$ cat config.mk
export PLATFORM = sky130hd
export DESIGN_NAME = dbf_line_seq_flat
export DESIGN_NICKNAME = d
export VERILOG_FILES = /design/src/rtl/dbf_line_seq_if.sv /design/src/rtl/dbf_line_seq.sv /design/src/flat_wrapper.sv
export SDC_FILE = /design/constraint.sdc
export NUM_CORES = 1
export LEC_CHECK = 0
export BUFFER_PORTS_ARGS = -buffer_cell sky130_fd_sc_hd__buf_2
export CORE_MARGIN = 2
export CORE_UTILIZATION = 36
export CTS_BUF_LIST = sky130_fd_sc_hd__clkbuf_4 sky130_fd_sc_hd__clkbuf_8
export CTS_CLUSTER_DIAMETER = 40
export DETAILED_ROUTE_END_ITERATION = 10
export SKIP_LAST_GASP = 1
export SLEW_MARGIN = 20
export SYNTH_ARGS = -nofsm -noshare
export SYNTH_HDL_FRONTEND = slang
export SYNTH_SLANG_ARGS = --single-unit
$ cat constraint.sdc
create_clock -name clk -period 5 [get_ports clk]
set_input_delay 1.5 -clock clk [delete_from_list [all_inputs] [get_ports clk]]
set_output_delay 1.5 -clock clk [all_outputs]
set_load 0.05 [all_outputs]
$ cat src/rtl/dbf_line_seq_if.sv
// Bundle of line-sequencer control, configuration and channel-control signals.
// The master side drives triggers and timing configuration. The slave side
// (the sequencer) drives the shared channel controls and status.
interface dbf_line_seq_if #(
    parameter int ADDR_WD = 8,
    parameter int CNT_WD  = 16,
    parameter int LINE_WD = 8
);
    logic               line_trig;
    logic               abort;
    logic [CNT_WD-1:0]  tx_len;
    logic [CNT_WD-1:0]  rx_dly;
    logic [CNT_WD-1:0]  rx_len;
    logic [CNT_WD-1:0]  zone_len;
    logic               tx_en;
    logic               start;
    logic [ADDR_WD-1:0] dbf_lut_addr;
    logic               dbf_lut_we;
    logic               busy;
    logic               line_done;
    logic               trig_miss;
    logic [LINE_WD-1:0] line_cnt;

    modport master (
        output line_trig, abort, tx_len, rx_dly, rx_len, zone_len,
        input  tx_en, start, dbf_lut_addr, dbf_lut_we, busy, line_done,
               trig_miss, line_cnt
    );

    modport slave (
        input  line_trig, abort, tx_len, rx_dly, rx_len, zone_len,
        output tx_en, start, dbf_lut_addr, dbf_lut_we, busy, line_done,
               trig_miss, line_cnt
    );
endinterface

$ cat src/rtl/dbf_line_seq.sv
// Scan-line sequencer. It runs TX, dead time, RX and DONE for each triggered
// line. During RX it walks the focus-zone LUT address. All outputs are
// registered from the next-state decode, so they line up with the state
// register.
module dbf_line_seq #(
    parameter int ADDR_WD   = 8,
    parameter int CNT_WD    = 16,
    parameter int LINE_WD   = 8,
    parameter int NUM_LINES = 128
) (
    input  logic          clk,
    input  logic          rst_n,
    dbf_line_seq_if.slave bus
);
    typedef enum logic [2:0] {S_IDLE, S_TX, S_WAIT, S_RX, S_DONE} state_t;

    localparam logic [ADDR_WD-1:0] ADDR_MAX = {ADDR_WD{1'b1}};
    localparam logic [LINE_WD-1:0] LINE_LAST = LINE_WD'(NUM_LINES - 1);
    localparam logic [CNT_WD-1:0]  ONE = CNT_WD'(1);

    state_t             state, state_nxt;
    logic [CNT_WD-1:0]  cnt, cnt_nxt;
    logic [CNT_WD-1:0]  zone_cnt, zone_nxt;
    logic [CNT_WD-1:0]  sh_dly, sh_rx, sh_zone;
    logic [ADDR_WD-1:0] addr_nxt;
    logic               we_nxt;
    logic               cfg_load;

    // A zero length would otherwise underflow the down-counters; run it as 1.
    function automatic logic [CNT_WD-1:0] eff(input logic [CNT_WD-1:0] v);
        return (v == '0) ? ONE : v;
    endfunction

    // Next-state, phase counter and zone walker decode.
    always_comb begin
        state_nxt = state;
        cnt_nxt   = cnt;
        zone_nxt  = zone_cnt;
        addr_nxt  = bus.dbf_lut_addr;
        we_nxt    = 1'b0;
        cfg_load  = 1'b0;

        case (state)
            S_IDLE: if (bus.line_trig) begin
                state_nxt = S_TX;
                cnt_nxt   = eff(bus.tx_len) - ONE;
            end
            S_TX: if (cnt == '0) begin
                state_nxt = S_WAIT;
                cnt_nxt   = sh_dly - ONE;
            end else cnt_nxt = cnt - ONE;
            S_WAIT: if (cnt == '0) begin
                state_nxt = S_RX;
                cnt_nxt   = sh_rx - ONE;
            end else cnt_nxt = cnt - ONE;
            S_RX: if (cnt == '0) state_nxt = S_DONE;
                  else cnt_nxt = cnt - ONE;
            S_DONE: state_nxt = S_IDLE;
            default: state_nxt = S_IDLE;
        endcase

        if (bus.abort) state_nxt = S_IDLE;

        cfg_load = (state == S_IDLE) && (state_nxt == S_TX);

        // The zone address is 0 on RX entry and at IDLE. It holds through DONE.
        if (state_nxt == S_IDLE) begin
            addr_nxt = '0;
        end else if (state_nxt == S_RX && state != S_RX) begin
            addr_nxt = '0;
            we_nxt   = 1'b1;
            zone_nxt = sh_zone - ONE;
        end else if (state_nxt == S_RX) begin
            if (zone_cnt == '0) begin
                zone_nxt = sh_zone - ONE;
                if (bus.dbf_lut_addr != ADDR_MAX) begin
                    addr_nxt = bus.dbf_lut_addr + 1'b1;
                    we_nxt   = 1'b1;
                end
            end else begin
                zone_nxt = zone_cnt - ONE;
            end
        end
    end

    // State, counters and the per-line configuration shadow.
    always_ff @(posedge clk or negedge rst_n) begin
        if (!rst_n) begin
            state    <= S_IDLE;
            cnt      <= '0;
            zone_cnt <= '0;
            sh_dly   <= ONE;
            sh_rx    <= ONE;
            sh_zone  <= ONE;
        end else begin
            state    <= state_nxt;
            cnt      <= cnt_nxt;
            zone_cnt <= zone_nxt;
            if (cfg_load) begin
                sh_dly  <= eff(bus.rx_dly);
                sh_rx   <= eff(bus.rx_len);
                sh_zone <= eff(bus.zone_len);
            end
        end
    end

    // Registered outputs decoded from the next state.
    always_ff @(posedge clk or negedge rst_n) begin
        if (!rst_n) begin
            bus.tx_en        <= 1'b0;
            bus.start        <= 1'b0;
            bus.dbf_lut_addr <= '0;
            bus.dbf_lut_we   <= 1'b0;
            bus.busy         <= 1'b0;
            bus.line_done    <= 1'b0;
            bus.trig_miss    <= 1'b0;
            bus.line_cnt     <= '0;
        end else begin
            bus.tx_en        <= (state_nxt == S_TX);
            bus.start        <= (state_nxt == S_RX);
            bus.dbf_lut_addr <= addr_nxt;
            bus.dbf_lut_we   <= we_nxt;
            bus.busy         <= (state_nxt != S_IDLE);
            bus.line_done    <= (state_nxt == S_DONE);
            bus.trig_miss    <= bus.line_trig && (state != S_IDLE);
            if (state_nxt == S_DONE && state != S_DONE)
                bus.line_cnt <= (bus.line_cnt == LINE_LAST) ? '0 : bus.line_cnt + 1'b1;
        end
    end
endmodule

$ cat src/flat_wrapper.sv
// flat-port wrapper written by rule: the top's interface ports become plain ports
module dbf_line_seq_flat 
#(
    parameter int ADDR_WD   = 8,
    parameter int CNT_WD    = 16,
    parameter int LINE_WD   = 8,
    parameter int NUM_LINES = 128
)
  (clk, rst_n, bus_line_trig, bus_abort, bus_tx_len, bus_rx_dly, bus_rx_len, bus_zone_len, bus_tx_en, bus_start, bus_dbf_lut_addr, bus_dbf_lut_we, bus_busy, bus_line_done, bus_trig_miss, bus_line_cnt);
  dbf_line_seq_if #(.ADDR_WD(ADDR_WD), .CNT_WD(CNT_WD), .LINE_WD(LINE_WD)) bus_i ();
  input  logic clk;
  input  logic rst_n;
  input wire logic [$bits(bus_i.line_trig)-1:0] bus_line_trig;
  input wire logic [$bits(bus_i.abort)-1:0] bus_abort;
  input wire logic [$bits(bus_i.tx_len)-1:0] bus_tx_len;
  input wire logic [$bits(bus_i.rx_dly)-1:0] bus_rx_dly;
  input wire logic [$bits(bus_i.rx_len)-1:0] bus_rx_len;
  input wire logic [$bits(bus_i.zone_len)-1:0] bus_zone_len;
  output wire logic [$bits(bus_i.tx_en)-1:0] bus_tx_en;
  output wire logic [$bits(bus_i.start)-1:0] bus_start;
  output wire logic [$bits(bus_i.dbf_lut_addr)-1:0] bus_dbf_lut_addr;
  output wire logic [$bits(bus_i.dbf_lut_we)-1:0] bus_dbf_lut_we;
  output wire logic [$bits(bus_i.busy)-1:0] bus_busy;
  output wire logic [$bits(bus_i.line_done)-1:0] bus_line_done;
  output wire logic [$bits(bus_i.trig_miss)-1:0] bus_trig_miss;
  output wire logic [$bits(bus_i.line_cnt)-1:0] bus_line_cnt;
  assign bus_i.line_trig = bus_line_trig;
  assign bus_i.abort = bus_abort;
  assign bus_i.tx_len = bus_tx_len;
  assign bus_i.rx_dly = bus_rx_dly;
  assign bus_i.rx_len = bus_rx_len;
  assign bus_i.zone_len = bus_zone_len;
  assign bus_tx_en = bus_i.tx_en;
  assign bus_start = bus_i.start;
  assign bus_dbf_lut_addr = bus_i.dbf_lut_addr;
  assign bus_dbf_lut_we = bus_i.dbf_lut_we;
  assign bus_busy = bus_i.busy;
  assign bus_line_done = bus_i.line_done;
  assign bus_trig_miss = bus_i.trig_miss;
  assign bus_line_cnt = bus_i.line_cnt;
  dbf_line_seq #(.ADDR_WD(ADDR_WD), .CNT_WD(CNT_WD), .LINE_WD(LINE_WD), .NUM_LINES(NUM_LINES)) u_core (.clk(clk), .rst_n(rst_n), .bus(bus_i));
endmodule
==> summary.txt <==
Yosys
  • Share of the synthesized area in the top cell type: 39.4%
  • Post-synth EDFFs: 0
  • Syn Nets: 771
  • Mapped Area: 0.00647 mm²
  • Largest cells by area after synthesis: dfrtp_1, mux2_2, o21ai_0
  • Area leader, netlist: dfrtp_1
  • Unique masters post-synth: 66
  • Yosys reg bits: 105
  • Sequential share of the synthesized area: 40.6%
  • Synth Flop Type: dfrtp_1
  • Cells after Synth: 694
  • Syn avg cell area: 9.33 µm²
  • Post-synth ARST share: 100%
  • Synth warn: 0

Drt
  • Drt pass-1 iters: 5
  • Mean routed wirelength per cell: around 17 µm
  • Routed wire length: 16,800 µm
  • Post-route ant nets: 0
  • Vias per cell: approximately 5.5
  • Drt drc: 0
  • Via count: around 5,600
  • Initial detailed-routing violation count: 378

GRT
  • Initial antenna violation count: 0
  • Grt ovf: 0
  • Vias in the first global route: 5,154
  • First-pass GRT wire length: 27,400 µm
  • Tot GR Track Use: approximately 18%
  • Largest net degree at the start of global routing: 76

Timing
  • Period utilization: 73.1%
  • Max Slew Vio Count: 0
  • Fmax: 274 MHz
  • Setup_tns: 0 ns
  • Slew headroom: between 40% and 50%
  • Setup Skew: 0.00839 ns
  • Final setup viols: 0
  • Final Hold Vio Count: 0
  • Tmin final: 3.66 ns
  • Worst Slack Setup Final: about 1.3 ns
  • Unrepaired setup endpoints after global routing: no
  • Worst Max-Slew Pin Slew: ~0.76 ns

Final layout
  • Share of cells above drive strength 1: 23.9%
  • Area Overhead vs Synth: 14.4%
  • Nets: approximately 860
  • Post-route cell area: 0.00741 mm²
  • N_diodes: 0
  • Most frequent cells in the layout: dfrtp_1, buf_2, o21ai_0, nor3_1, mux2_2
  • Final Core Density: 41.7%
  • Most common cell after layout, fill and taps aside: dfrtp_1

Worst hold path
  • Worst hold path class: reg2reg

Clocking
  • Post-cts resize count: 0
  • H-tree depth: 3
  • Reg clk slew, reported paths: around 0.1 ns
  • Worst-Skew Late Latency: ~0.4 ns
  • Clk buf depth: 2
  • TritonCTS clock tree: yes
  • Hold Buf Count CTS: 0
  • Num Clock Sinks: 105
  • CTS buffer count: 9
  • Buffers inserted by post-CTS timing repair: 0
  • CTS Root Cell: clkbuf_8

Die
  • Placement Rows: 49
  • Core area: 0.0178 mm²
  • Vert. Die Dim: approximately 140 µm
  • Die ar.: 0.0191 mm²
  • I/O Pins: 90
  • Initial cell density of the core: about 36%
  • Die width: 138 µm

Place
  • Number of I/O port buffers: 89
  • Setup WS pre-CTS: 0.973 ns
  • Instance area at placement: 0.00719 mm²
  • Dpl hpwl: about 13,000 µm
  • RePlAce Congestion: between 0.8 and 0.9

Worst setup path
  • CP arrival: 3.91 ns
  • CP Capture Type: flop
  • Critical path type: in2reg
  • CP required: 5.26 ns
  • Startpoint Class: input port
  • Maximum fanout along the worst path: 5

Job
  • Max_cap viols: 0

Power
  • Pwr Density: 281 mW/mm²
  • Maximum VDD drop: 0.176 mV
  • Leakage Power: between 3 and 4 nW
  • Overall power: 0.00208 W

Outcome
  • Status: finished, final reports clean
-- flip-flops by register name, summed over array words and instances, names as in the netlist, 3 cells and up --
register / cells
u_core.cnt: 16
u_core.sh_dly: 16
u_core.sh_rx: 16
u_core.sh_zone: 16
u_core.zone_cnt: 16
u_core.bus.dbf_lut_addr: 8
u_core.bus.line_cnt: 8
u_core.state: 3
-- routing by layer --
layer / routed length, µm / GRT usage, % / vias up
li1: - / - / 2774
met1: 8680 / 27.6 / 2651
met2: 7040 / 24.4 / 144
met3: 832 / 3.50 / 18
met4: 223 / 4.89 / 0
met5: 0 / 0 / -
-- synth_stat cells (6+ instances only) --
library cell / n
nand3_1: 23
nor4_1: 23
dfrtp_1: 102
a2bb2oi_1: 6
a21oi_1: 29
mux2_2: 48
o22ai_1: 11
o21ai_0: 51
ha_1: 9
inv_1: 22
clkbuf_1: 19
o31ai_1: 7
xor2_1: 28
nand4_1: 14
and3_1: 8
nor2_1: 44
nand2_1: 45
nor3_1: 48
a22oi_1: 9
or4_1: 11
xnor2_1: 29
nor3b_1: 6
or3_1: 16
-- through the flow --
stage / instances / hold WS, ns
floorplan: 694 / 0.464
global placement: 997 / 0.492
CTS: 1012 / 0.513
finish: 1013 / 0.510
global route: 1013 / 0.531
detailed placement: 997 / 0.495
-- worst max-delay path, cell delays in order --
cell and delay (ns):
buf_2 0.13, or4_1 0.60, nor4_1 0.41, a21oi_1 0.18, ha_1 0.27, or3b_2 0.24, nor2_1 0.05, xnor2_1 0.15
o22ai_1 0.10, a211oi_1 0.21, o21ai_0 0.09
-- layout make-up --
cell class | instances | area [µm²]
clock buffers | 10 | 131
clock inverters | 5 | 57.6
fillers | 1804 | 10400
inverters | 23 | 91.3
multi-input cells | 542 | 3670
flip-flops and latches | 105 | 2630
well taps | 229 | 287
repair buffers | 99 | 543
-- cells by family (layout without fill, tap and decap cells) --
group	count (synthesis)	after routing	share of synthesized area [%]
multiplexers	49	49	8.50
AO/OA/AOI/OAI	152	152	14.9
buffers and inverters	47	137	2.90
AND/OR/NAND/NOR	275	275	23.6
adder cells (fa/ha/maj)	9	9	1.74
flip-flops	105	105	40.6
XOR/XNOR	57	57	7.71
-- worst paths after layout --
path                                               startpoint                                      to  slack [ns]  depth (start not counted)
max                                             bus_tx_len[9]               u_core.cnt[8]$_DFFE_PN0P_        1.34                         11
min                        u_core.bus.line_cnt[6]$_DFFE_PN0P_      u_core.bus.line_cnt[6]$_DFFE_PN0P_        0.51                          1
max reg2reg                         u_core.cnt[0]$_DFFE_PN0P_               u_core.cnt[9]$_DFFE_PN0P_        1.85                          8
min reg2reg                u_core.bus.line_cnt[6]$_DFFE_PN0P_      u_core.bus.line_cnt[6]$_DFFE_PN0P_        0.51                          1
max in group asynchronous                               rst_n           u_core.sh_zone[0]$_DFFE_PN1P_        3.07                          3
min in group asynchronous                               rst_n  u_core.bus.dbf_lut_addr[6]$_DFFE_PN0P_        1.00                          1
-- report_power, final --
group | total [W] | switching [W] | internal (W)
logic | 0.000441 | 0.000233 | 0.000208
clock network | 0.000547 | 0.000311 | 0.000236
registers | 0.00109 | 0.000133 | 0.000959
Note: power is estimated with default switching activity, not from simulation.
